### config.mk
export PLATFORM = sky130hd
export DESIGN_NAME = demux_1xn_stream
export DESIGN_NICKNAME = d
export VERILOG_FILES = /design/src/rtl/demux_pkg.sv /design/src/rtl/rr_ptr_gen.sv /design/src/rtl/demux_1xn_stream.sv
export SDC_FILE = /design/constraint.sdc
export NUM_CORES = 1
export LEC_CHECK = 0
export CORE_MARGIN = 3
export CORE_UTILIZATION = 40
export DETAILED_ROUTE_END_ITERATION = 12
export GPL_ROUTABILITY_DRIVEN = 0
export HOLD_SLACK_MARGIN = 0.06
export PLACE_DENSITY_LB_ADDON = 0.25
export SLEW_MARGIN = 10
export SYNTH_ARGS = -nofsm -noshare
export SYNTH_HDL_FRONTEND = slang
export SYNTH_SLANG_ARGS = --single-unit
### constraint.sdc
create_clock -name clk -period 2.24 [get_ports clk]
set_input_delay 0.56 -clock clk [delete_from_list [all_inputs] [get_ports clk]]
set_output_delay 0.56 -clock clk [all_outputs]
set_load 0.02 [all_outputs]
### src/rtl/demux_pkg.sv
// Shared definitions for the 1-to-N stream demultiplexer: routing mode
// encoding, drop counter limits and the select-width helper.
package demux_pkg;

  // Routing mode, sampled once per accepted beat
  typedef enum logic {
    MODE_ADDR = 1'b0,
    MODE_RR   = 1'b1
  } mode_e;

  localparam int          DROP_CNT_W   = 8;
  localparam logic [7:0]  DROP_CNT_MAX = 8'hFF;

  // Width of a channel index; a single channel bit is kept even for tiny N
  function automatic int sel_width(input int n);
    int w;
    w = $clog2(n);
    if (w < 1) begin
      sel_width = 1;
    end else begin
      sel_width = w;
    end
  endfunction

endpackage

### src/rtl/rr_ptr_gen.sv
// Round-robin channel pointer: counts 0..N-1 and wraps, stepping only
// when the parent accepts a round-robin beat.
module rr_ptr_gen
  import demux_pkg::*;
#(
  parameter  int N     = 4,
  localparam int SEL_W = sel_width(N)
) (
  input  logic             clk,
  input  logic             rst_n,
  input  logic             advance,
  output logic [SEL_W-1:0] ptr
);

  localparam logic [SEL_W-1:0] LAST_IDX = SEL_W'(N - 1);
  localparam logic [SEL_W-1:0] ONE      = SEL_W'(1);

  logic [SEL_W-1:0] ptr_r;
  logic [SEL_W-1:0] ptr_nxt_s;

  // Next pointer: hold unless advancing, wrap from the last channel to 0
  always_comb begin
    ptr_nxt_s = ptr_r;
    if (!advance) begin
      ptr_nxt_s = ptr_r;
    end else if (ptr_r == LAST_IDX) begin
      ptr_nxt_s = '0;
    end else begin
      ptr_nxt_s = ptr_r + ONE;
    end
  end

  // Pointer register, cleared by reset
  always_ff @(posedge clk or negedge rst_n) begin
    if (!rst_n) begin
      ptr_r <= '0;
    end else begin
      ptr_r <= ptr_nxt_s;
    end
  end

  assign ptr = ptr_r;

endmodule

### src/rtl/demux_1xn_stream.sv
// 1-to-N valid/ready stream demultiplexer with a single output holding
// register. Beats are routed by in_sel (addressed mode) or by a rotating
// pointer (round-robin mode); addressed beats to a non-existent channel are
// swallowed and counted.
module demux_1xn_stream
  import demux_pkg::*;
#(
  parameter  int WIDTH = 8,
  parameter  int N     = 4,
  localparam int SEL_W = sel_width(N)
) (
  input  logic                  clk,
  input  logic                  rst_n,
  input  logic                  mode,
  input  logic [WIDTH-1:0]      in_data,
  input  logic [SEL_W-1:0]      in_sel,
  input  logic                  in_valid,
  output logic                  in_ready,
  output logic [WIDTH-1:0]      out_data,
  output logic [N-1:0]          out_valid,
  input  logic [N-1:0]          out_ready,
  output logic                  drop_pulse,
  output logic [DROP_CNT_W-1:0] drop_count
);

  // One extra bit so that "in_sel >= N" is representable when N = 2**SEL_W
  localparam logic [SEL_W:0] N_LIMIT = (SEL_W + 1)'(N);

  logic                  full_r;
  logic [SEL_W-1:0]      dest_r;
  logic [WIDTH-1:0]      data_r;
  logic [N-1:0]          out_valid_r;
  logic                  drop_pulse_r;
  logic [DROP_CNT_W-1:0] drop_count_r;

  logic                  full_s;
  logic [SEL_W-1:0]      dest_s;
  logic [WIDTH-1:0]      data_s;
  logic [N-1:0]          out_valid_s;
  logic [DROP_CNT_W-1:0] drop_count_s;
  logic                  drain_s;
  logic                  in_ready_s;
  logic                  accept_s;
  logic                  drop_s;
  logic                  load_s;
  logic                  rr_advance_s;
  logic [SEL_W-1:0]      target_s;
  logic [SEL_W-1:0]      rr_ptr_s;

  // Decode a channel index into the per-channel valid vector
  function automatic logic [N-1:0] onehot(input logic [SEL_W-1:0] idx);
    logic [N-1:0] v;
    v      = '0;
    v[idx] = 1'b1;
    return v;
  endfunction

  rr_ptr_gen #(
    .N (N)
  ) u_rr_ptr (
    .clk     (clk),
    .rst_n   (rst_n),
    .advance (rr_advance_s),
    .ptr     (rr_ptr_s)
  );

  // Handshake decode: only the destination's ready can free the register
  always_comb begin
    drain_s      = full_r && out_ready[dest_r];
    in_ready_s   = !full_r || drain_s;
    accept_s     = in_valid && in_ready_s;
    drop_s       = 1'b0;
    rr_advance_s = 1'b0;
    target_s     = in_sel;
    if (mode == MODE_RR) begin
      target_s     = rr_ptr_s;
      rr_advance_s = accept_s;
    end else begin
      target_s = in_sel;
      drop_s   = accept_s && ({1'b0, in_sel} >= N_LIMIT);
    end
    load_s = accept_s && !drop_s;
  end

  // Next state of the holding register; a drain and a load in the same
  // cycle keep the register full with the new beat
  always_comb begin
    full_s       = full_r;
    dest_s       = dest_r;
    data_s       = data_r;
    drop_count_s = drop_count_r;
    if (load_s) begin
      full_s = 1'b1;
      dest_s = target_s;
      data_s = in_data;
    end else if (drain_s) begin
      full_s = 1'b0;
    end else begin
      full_s = full_r;
    end
    if (drop_s && (drop_count_r != DROP_CNT_MAX)) begin
      drop_count_s = drop_count_r + 8'd1;
    end else begin
      drop_count_s = drop_count_r;
    end
    if (full_s) begin
      out_valid_s = onehot(dest_s);
    end else begin
      out_valid_s = '0;
    end
  end

  // Holding register, output valid vector and drop statistics
  always_ff @(posedge clk or negedge rst_n) begin
    if (!rst_n) begin
      full_r       <= 1'b0;
      dest_r       <= '0;
      data_r       <= '0;
      out_valid_r  <= '0;
      drop_pulse_r <= 1'b0;
      drop_count_r <= '0;
    end else begin
      full_r       <= full_s;
      dest_r       <= dest_s;
      data_r       <= data_s;
      out_valid_r  <= out_valid_s;
      drop_pulse_r <= drop_s;
      drop_count_r <= drop_count_s;
    end
  end

  assign in_ready   = in_ready_s;
  assign out_data   = data_r;
  assign out_valid  = out_valid_r;
  assign drop_pulse = drop_pulse_r;
  assign drop_count = drop_count_r;

endmodule

==> results.json <==
{
  "outcome": "finished clean",
  "initialDrtViolationCount": 2,
  "rsz0062_at_grt": "no",
  "htree_levels": 1,
  "yosys_register_bits": 17,
  "arrival_ns": 1.61,
  "ios": 40,
  "cts.sinks": 17,
  "numCtsBuffers": 3,
  "ir_drop_v": 0.000652,
  "critPathCaptureType": "output port",
  "cp.required_ns": 1.68,
  "start_util_pct": 44.1,
  "synth_cell_types": 23,
  "ys_seq_area_share_pct": 47.2,
  "synth_top_area_cell": "dfrtp_1",
  "skew_ns": 0.00422,
  "leakage_nw": 0.568,
  "instances_no_fill": 134,
  "nets": 127,
  "antenna_cells": 0,
  "tns_ns": 0,
  "drtAntennaViolNets": 0,
  "yosysMostFrequentCell": "dfrtp_1",
  "synth_area_um2": 901,
  "seqPwrFrac_pct": 35.1,
  "root_buffer": "clkbuf_4",
  "clk_path_buf_depth": 2,
  "crit_fanout": 2,
  "yosysWarnings": 0,
  "start_kind": "primary input",
  "period_share_pct": 97.0,
  "multiInputGateArea_um2": 404,
  "crit_type": "primary input to output port",
  "clock_latency_ns": 0.29,
  "hpwl_um": 1260,
  "hold_buffers": 0,
  "syn-instance-count": 70,
  "internal_power_mw": 0.973,
  "fmax_ghz": 0.460,
  "finalPower_mw": 1.53,
  "power_density_nw_per_um2": 1230,
  "register_area_um2": 425,
  "fillers": 180,
  "clk_transition_reported_paths_ns": 0.09,
  "via_per_inst": 4.60,
  "setup_viol": 0,
  "antenna_found_initial": 0,
  "wl_um": 1680,
  "ys_async_sr_fraction_pct": 100,
  "drv_slew": 0,
  "drive_gt1_share_pct": 26.2,
  "preCtsSetupSlack_ns": -0.339,
  "fp.coreArea_um2": 2040,
  "dr.pass1.iters": 4,
  "final_hold_viol_count": 0,
  "synth_edf_count": 0,
  "synthTopCellsByCount": "17 x dfrtp_1, 9 x buf_4, 8 x mux2_4",
  "setup_slack_ns": 0.0683,
  "syn_to_final_growth_pct": 37.9,
  "overflow": 0,
  "grt_use_total_pct": 12.9,
  "drc": 0,
  "synth_top_area_share_pct": 47.2,
  "hold_path.class": "flip-flop to flip-flop",
  "synth_area_leaders": "dfrtp_1 47%, mux2_4 13%, buf_4 7.5%",
  "grt_pass1_vias": 600,
  "pwr-share-comb_pct": 54.6,
  "finalCriticalPeriod_ns": 2.17,
  "switching_share_pct": 36.2,
  "grt_pass1_wl_um": 2660,
  "grt_max_degree": 18,
  "placed_cells": 128,
  "ys.flop_type": "dfrtp_1",
  "p_sw_mw": 0.553,
  "cts_tree": "done",
  "die_h_um": 53.5,
  "die_w_um": 53.5,
  "avgSynthCellArea_um2": 12.9,
  "io_buffers": 30,
  "routedWlPerCell_um": 12.6,
  "num_rows": 16,
  "max_cap_violations": 0,
  "die_area_um2": 2860,
  "vias": 616,
  "pwr-share-clk_pct": 10.3
}
[final timing paths]
path | slack [ns] | from | depth (start not counted) | endpoint
min in group asynchronous | 0.59 | rst_n | 2 | out_data[5]
min | 0.52 | out_data[3] | 1 | out_data[3]
max in group asynchronous | 1.47 | rst_n | 2 | u_rr_ptr.ptr[0]
max | 0.07 | out_ready[0] | 5 | in_ready
max reg2reg | 0.38 | dest_r[0] | 6 | out_data[3]
min reg2reg | 0.52 | out_data[3] | 1 | out_data[3]
[layer usage]
| metal | vias to the layer above | track usage (%) | share of wire (%) |
|---|---|---|---|
| li1 | 295 | - | - |
| met3 | 4 | 5.07 | 12 |
| met4 | 0 | 3.83 | 1.4 |
| met1 | 284 | 16.0 | 40 |
| met2 | 33 | 20.4 | 46 |
| met5 | - | 0 | 0 |
[cells by family (layout without fill, tap and decap cells)]
family          Yosys count  count (layout)  synth area share [%]
mux                      15              15                  21.5
flops                    17              17                  47.2
fa+ha+maj                 1               1                  1.39
simple gates             18              18                  13.1
other cells               1               9                 0.416
buf+inv                  13              42                  11.7
compound gates            5               5                  4.72
[through the flow]
step	utilization [%]	cell area (um^2)	hold slack, ns
2_1_floorplan	-	931	0.264
3_3_place_gp	58.8	1200	0.490
3_5_place_dp	58.8	1200	0.494
4_1_cts	60.6	1240	0.522
5_1_grt	60.8	1240	0.533
6_report	60.8	1240	0.523
[layout by cell type, fill, tap and decap left out, drive strengths merged]
master,n
nand2,6
a21oi,3
nor3b,1
buf,8
nor2b,1
nand3b,1
nor2,2
and4b,1
and3b,1
mux2,11
dfrtp,17
o31ai,1
ha,1
clkdlybuf4s50,29
and3,1
or3b,2
mux2i,4
inv,1
o22ai,1
clkinv,1
clkbuf,3
or3,2
conb,9
[layout make-up]
cell class              count  area share, %
multi-input cells          48           32.5
clock inverters             1          0.403
repair buffers             37           28.0
inverters                   1          0.302
well taps                  27           2.72
flip-flops and latches     17           34.2
clock buffers               3           1.81
[registers in the layout, indices dropped and copies added (netlist names)]
register,count
out_data,8
u_rr_ptr.ptr,2
full_r,1
out_valid,4
dest_r,2
[critical path, cell delays in order]
cell             delay, ns
clkdlybuf4s50_1       0.43
mux2i_2               0.20
and3b_4               0.23
nor2_1                0.04
buf_2                 0.15
[power groups by stage]
stage	registers (mW)	logic, mW	clock network (mW)
6_report	0.536	0.833	0.158
2_1_floorplan	0.642	0.430	0
3_5_place_dp	0.543	0.821	0
5_1_grt	0.557	0.889	0.187
4_1_cts	0.537	0.832	0.166
3_3_place_gp	0.534	0.814	0
[timing repair]
action,CTS,global route
resized for setup,3,2
setup endpoints to repair,1,1
buffers inserted,1,1
(Power assumes the default switching activity.)
==> RTL edit 1: new RTL, same flow settings <==
Register the input `mode` before use, cleared by the reset. The logic sees it one clock later. The other inputs are not delayed to match.
--- a/src/rtl/demux_1xn_stream.sv
+++ b/src/rtl/demux_1xn_stream.sv
@@ -26,4 +26,14 @@
   // One extra bit so that "in_sel >= N" is representable when N = 2**SEL_W
   localparam logic [SEL_W:0] N_LIMIT = (SEL_W + 1)'(N);
+
+  logic mode_q;
+
+  always_ff @(posedge clk or negedge rst_n) begin
+    if (!rst_n) begin
+      mode_q <= '0;
+    end else begin
+      mode_q <= mode;
+    end
+  end
 
   logic                  full_r;
@@ -73,5 +83,5 @@
     rr_advance_s = 1'b0;
     target_s     = in_sel;
-    if (mode == MODE_RR) begin
+    if (mode_q == MODE_RR) begin
       target_s     = rr_ptr_s;
       rr_advance_s = accept_s;
Behaviour: not the same (a bounded check fails within 4 cycles, from zero or initial values and one cycle with rst_n low).
==> RTL edit 1 against the original RTL <==
- wire length is 8.1% lower
- sequential cell count is 1 higher
- final area is 2.4% higher
- cell count is 0.75% higher
- synthesized area is 2.8% higher
- die area is 2.5% higher
- sequential power is 2% higher
- synthesized cell count is 1.4% higher
- register-to-register slack better by 0.05 ns
- first-iteration DRC count is 50% higher
- worst setup slack better by 0.021 ns
- critical path depth stayed put
- non-clock buffer count stayed put
- power is 1.9% higher
==> RTL edit 1: results (changes against the original RTL) <==
Clock tree
  – Deepest clock path buffer count: 2 (unchanged)
  – # H-tree levels: 1 (unchanged)
  – Clk Latency, worst-skew pair: ~0.28 ns
  – Clk root buf: clkbuf_4
  – CTS clk-pin slew, worst paths: 0.10 ns
  – CTS Buf Count: 3 (unchanged)

Global routing
  – Initial antenna violation count: 0 (unchanged)
  – First-pass GRT wire length: 2497 um (-6.0%)
  – M2 GR Usage: 0.1774 (-0.02666)
  – Vias in the first global route: 557 (-7.2%)
  – Routing usage on met3: 0.02493 (-0.02577)
  – M1 GR Usage: 0.1601 (-0.0002099)
  – Largest net degree at the start of global routing: 19 (+1)
  – GRT Resource Usage Total: 0.1170 (-0.01216)

Final layout
  – Diode count: 0 (unchanged)
  – Fillers: 171 (-5.0%)
  – Nets: 128 (+0.79%)
  – Share of layout cells above drive strength 1: 0.2500 (-0.01168)
  – Largest register FFs: 8 (unchanged)

Placed design
  – Placed inst area: 1241 um2 (+3.3%)
  – HPWL after detailed placement: 1265 um (+0.36%)
  – IO Port Bufs: 30 (unchanged)

Yosys
  – Count of different cell masters after synthesis: 23 (unchanged)
  – Synth area leaders: dfrtp_1 (49%), mux2_4 (13%), buf_4 (7.3%)
  – Sequential-to-total area share from yosys stat: 0.4865 (+0.01426)
  – Yosys Warn Count: 0 (unchanged)
  – Synth async-reset ratio: 1.000 (unchanged)
  – Most frequent cells after synthesis: dfrtp_1 (18), buf_4 (9), mux2_4 (8)

Detailed routing
  – WL met2: 733 um (-5.8%)
  – Avg Vias per Cell: 4.541 (-1.2%)
  – Post-Route WL: 1548 um (-8.1%)
  – 1st-pass router iterations: 3 (-1)
  – Post-Route M1 WL: 695 um (+2.2%)
  – Drt initial violations: 3 (+1)
  – Top sig layer: met4
  – Metal3 WL: 100 um (-50%)

Setup path
  – CP max-delay cell: clkdlybuf4s50_1
  – Crit-path leading delay family: buffers and inverters
  – Critical Path Fanout Max: 2 (unchanged)
  – Max incr delay on CP: 0.40 ns (-0.03 ns)

Pwr
  – Int Power: 1021 uW (+4.8%)
  – Leakage Power: 0.0005848 uW (+2.9%)
  – Worst VDD drop: 0.0007448 V (+14%)

STA
  – Setup tns final: 0 ns (unchanged)
  – Max Clock Skew: 0.004262 ns (+0.00004524 ns)

Worst hold path
  – Type of the tightest min-delay check: flip-flop to flip-flop

Outcome
  – Status: complete, no violations
[RTL edit 1: power by group through the flow]
stage	sequential [uW]	combinational (uW)	clock, uW
4_1_cts	551	832	201
2_1_floorplan	662	430	0
3_3_place_gp	552	826	0
5_1_grt	571	887	218
3_5_place_dp	559	838	0
6_report	549	820	188
[RTL edit 1: final timing paths]
path                                   start               to  slack (ns)  depth (start not counted)
worst max-delay path            out_ready[1]         in_ready        0.09                          5
max in group asynchronous              rst_n  u_rr_ptr.ptr[1]        1.45                          2
worst min register to register   out_data[7]      out_data[7]        0.51                          1
worst min-delay path             out_data[7]      out_data[7]        0.51                          1
worst max register to register     dest_r[0]      out_data[6]        0.43                          6
min in group asynchronous              rst_n     out_valid[0]        0.60                          2
[RTL edit 1: area by class of cell]
class | instances | area share
flip-flops and latches | 18 | 0.3540
multi-input cells | 48 | 0.3147
repair buffers | 37 | 0.2734
clock buffers | 4 | 0.02852
well taps | 27 | 0.02655
inverters | 1 | 0.002950
[RTL edit 1: stage by stage]
stage	utilization	cells	hold slack [ns]	power, uW	setup slack [ns]
5_1_grt	0.6112	135	0.5254	1677	0.02271
3_3_place_gp	0.5962	131	0.4902	1379	-0.3462
3_5_place_dp	0.5962	131	0.4946	1397	-0.3464
6_report	0.6112	135	0.5137	1556	0.08879
2_1_floorplan	-	79	0.2644	1091	0.4904
4_1_cts	0.6112	135	0.5189	1584	0.08297
[RTL edit 1: cells by family (layout without fill, tap and decap cells)]
kind of cell,count (synthesis),in the layout,share of synthesized area
flops,18,18,0.4865
simple gates,18,18,0.1270
mux,15,15,0.2095
buf+inv,13,42,0.1135
compound gates,5,5,0.04595
fa+ha+maj,1,1,0.01351
other cells,1,9,0.004050
[RTL edit 1: repair_timing]
item	in CTS	in global routing
buffers inserted	0	0
endpoints found under the setup margin	1	0
gates resized for setup	4	0
==> RTL edit 2: new RTL, config.mk and constraints unchanged <==
Made on the original files. `N` is set to 4 in 2 places; all go to 8.
--- a/src/rtl/rr_ptr_gen.sv
+++ b/src/rtl/rr_ptr_gen.sv
@@ -4,5 +4,5 @@
   import demux_pkg::*;
 #(
-  parameter  int N     = 4,
+  parameter  int N     = 8,
   localparam int SEL_W = sel_width(N)
 ) (
--- a/src/rtl/demux_1xn_stream.sv
+++ b/src/rtl/demux_1xn_stream.sv
@@ -7,5 +7,5 @@
 #(
   parameter  int WIDTH = 8,
-  parameter  int N     = 4,
+  parameter  int N     = 8,
   localparam int SEL_W = sel_width(N)
 ) (
Ports: changed (resized in_sel, out_ready and out_valid); port bits go from 40 to 49. The function was not compared with the original's and may differ.
==> RTL edit 2 against the original RTL <==
- the run now ends with negative setup slack left
- die area grew 31%
- sequential cell count rose by 6
- worst setup slack lost 0.088 ns
- synthesized area up 35%
- sequential power rose by 32%
- power is 49% higher
- final area rose by 36%
- wire length increased by 41%
- critical path type is now flip-flop to primary output
- critical endpoint unchanged
==> RTL edit 2: results (changes against the original RTL) <==
Placed design
  – IO Port Bufs: 39 (+30%)
  – HPWL after detailed placement: 1972 um (+56%)

Setup path
  – Critical Path Fanout Max: 2 (unchanged)
  – Crit-path leading delay family: multiplexers
  – CP max-delay cell: mux4_2
  – Critical Path AT: 1.70 ns (+0.09 ns)
  – Max incr delay on CP: 0.51 ns (+0.08 ns)
  – Crit path from: dest_r[0]
  – Reg2Reg Setup Slack: 0.34 ns (-0.04 ns)

Pwr
  – Sw Share: 0.3810 (+0.01862)
  – Leakage Power: 0.0007818 uW (+38%)
  – Worst VDD drop: 0.0006268 V (-3.9%)

Global routing
  – GRT Resource Usage Total: 0.1366 (+0.007435)
  – First-pass GRT wire length: 3774 um (+42%)
  – Vias in the first global route: 860 (+43%)
  – Largest net degree at the start of global routing: 24 (+6)

Yosys
  – Sequential-to-total area share from yosys stat: 0.4718 (about the same)
  – Most frequent cells after synthesis: dfrtp_1 (23), mux2_2 (15), buf_4 (9), mux2i_1 (9), nand2_1 (8)
  – Count of different cell masters after synthesis: 28 (+22%)
  – Synth area leaders: dfrtp_1 (47%), mux2_2 (14%), mux2i_1 (7.4%)
  – Post-Syn Instances: 101 (+44%)

Worst hold path
  – Type of the tightest min-delay check: flip-flop to flip-flop
  – Worst Min Path Start: out_data[2]

Final layout
  – Fillers: 239 (+33%)
  – Share of layout cells above drive strength 1: 0.2230 (-0.03871)
  – Nets: 174 (+37%)
  – Non-Filler Instances: 179 (+34%)

Detailed routing
  – Post-Route WL: 2371 um (+41%)
  – Drt initial violations: 15 (+13)
  – Avg Vias per Cell: 5.017 (+9.1%)

STA
  – Finish-stage setup viols: 1 (+1)
  – Setup ws final: -0.01987 ns (-0.08814 ns)
  – Setup tns final: -0.01987 ns (-0.01987 ns)
  – Max Clock Skew: 0.003031 ns (-0.001186 ns)

Outcome
  – Failing checks: negative setup slack
  – Status: finished, violations left

Clock tree
  – CTS clk-pin slew, worst paths: 0.12 ns (+0.03 ns)
[RTL edit 2: what timing repair did]
action | in CTS | in global routing
cloned | 0 | 0
setup buffers | 1 | 0
gates resized for setup | 14 | 0
pin swaps | 1 | 1
endpoints found under the setup margin | 1 | 1
[RTL edit 2: routing by layer]
layer,share of wire,GRT usage
met5,0,0
met4,0.0055,0.02786
met3,0.049,0.04612
met2,0.56,0.2417
met1,0.39,0.1605
[RTL edit 2: worst min-delay path by stage]
stage | slack, ns | end
after CTS | 0.52 | out_data[2]
after floorplan | 0.26 | dest_r[0]
after detailed placement | 0.49 | out_data[2]
after global routing | 0.54 | out_data[6]
after global placement | 0.49 | out_data[5]
final | 0.52 | out_data[2]
[RTL edit 2: layout make-up]
| type | count | share of cell area |
|---|---|---|
| Sequential cell | 23 | 0.3407 |
| Inverter | 1 | 0.002222 |
| Multi-Input combinational cell | 72 | 0.3393 |
| Timing Repair Buffer | 48 | 0.2793 |
| Clock buffer | 4 | 0.01556 |
| Tap cell | 31 | 0.02296 |
[RTL edit 2: cells by family (layout without fill, tap and decap cells)]
group	Yosys count	count (layout)	synth area share
buffers and inverters	14	53	0.08307
DFF	23	23	0.4718
and+or+nand+nor	29	29	0.1272
other	1	9	0.003074
muxes	25	25	0.2308
AOI/OAI and AO/OA	7	7	0.06359
adders and majority gates	2	2	0.02051
[RTL edit 2: stage by stage]
stage               worst slack, ns  area (um2)  hold WS (ns)  total power, uW
detailed placement          -0.6696        1654        0.4933             2099
finish                     -0.01987        1689        0.5176             2278
CTS                        -0.05999        1689        0.5201             2305
global placement            -0.6458        1654        0.4904             2068
global route               -0.09773        1689        0.5368             2436
floorplan                    0.1195        1250        0.2644             1568
[RTL edit 2: power groups by stage]
stage	clock network, uW	logic, uW	registers (uW)
finish	184	1380	710
CTS	194	1400	711
floorplan	0	704	864
global route	212	1490	734
global placement	0	1350	713
detailed placement	0	1380	722
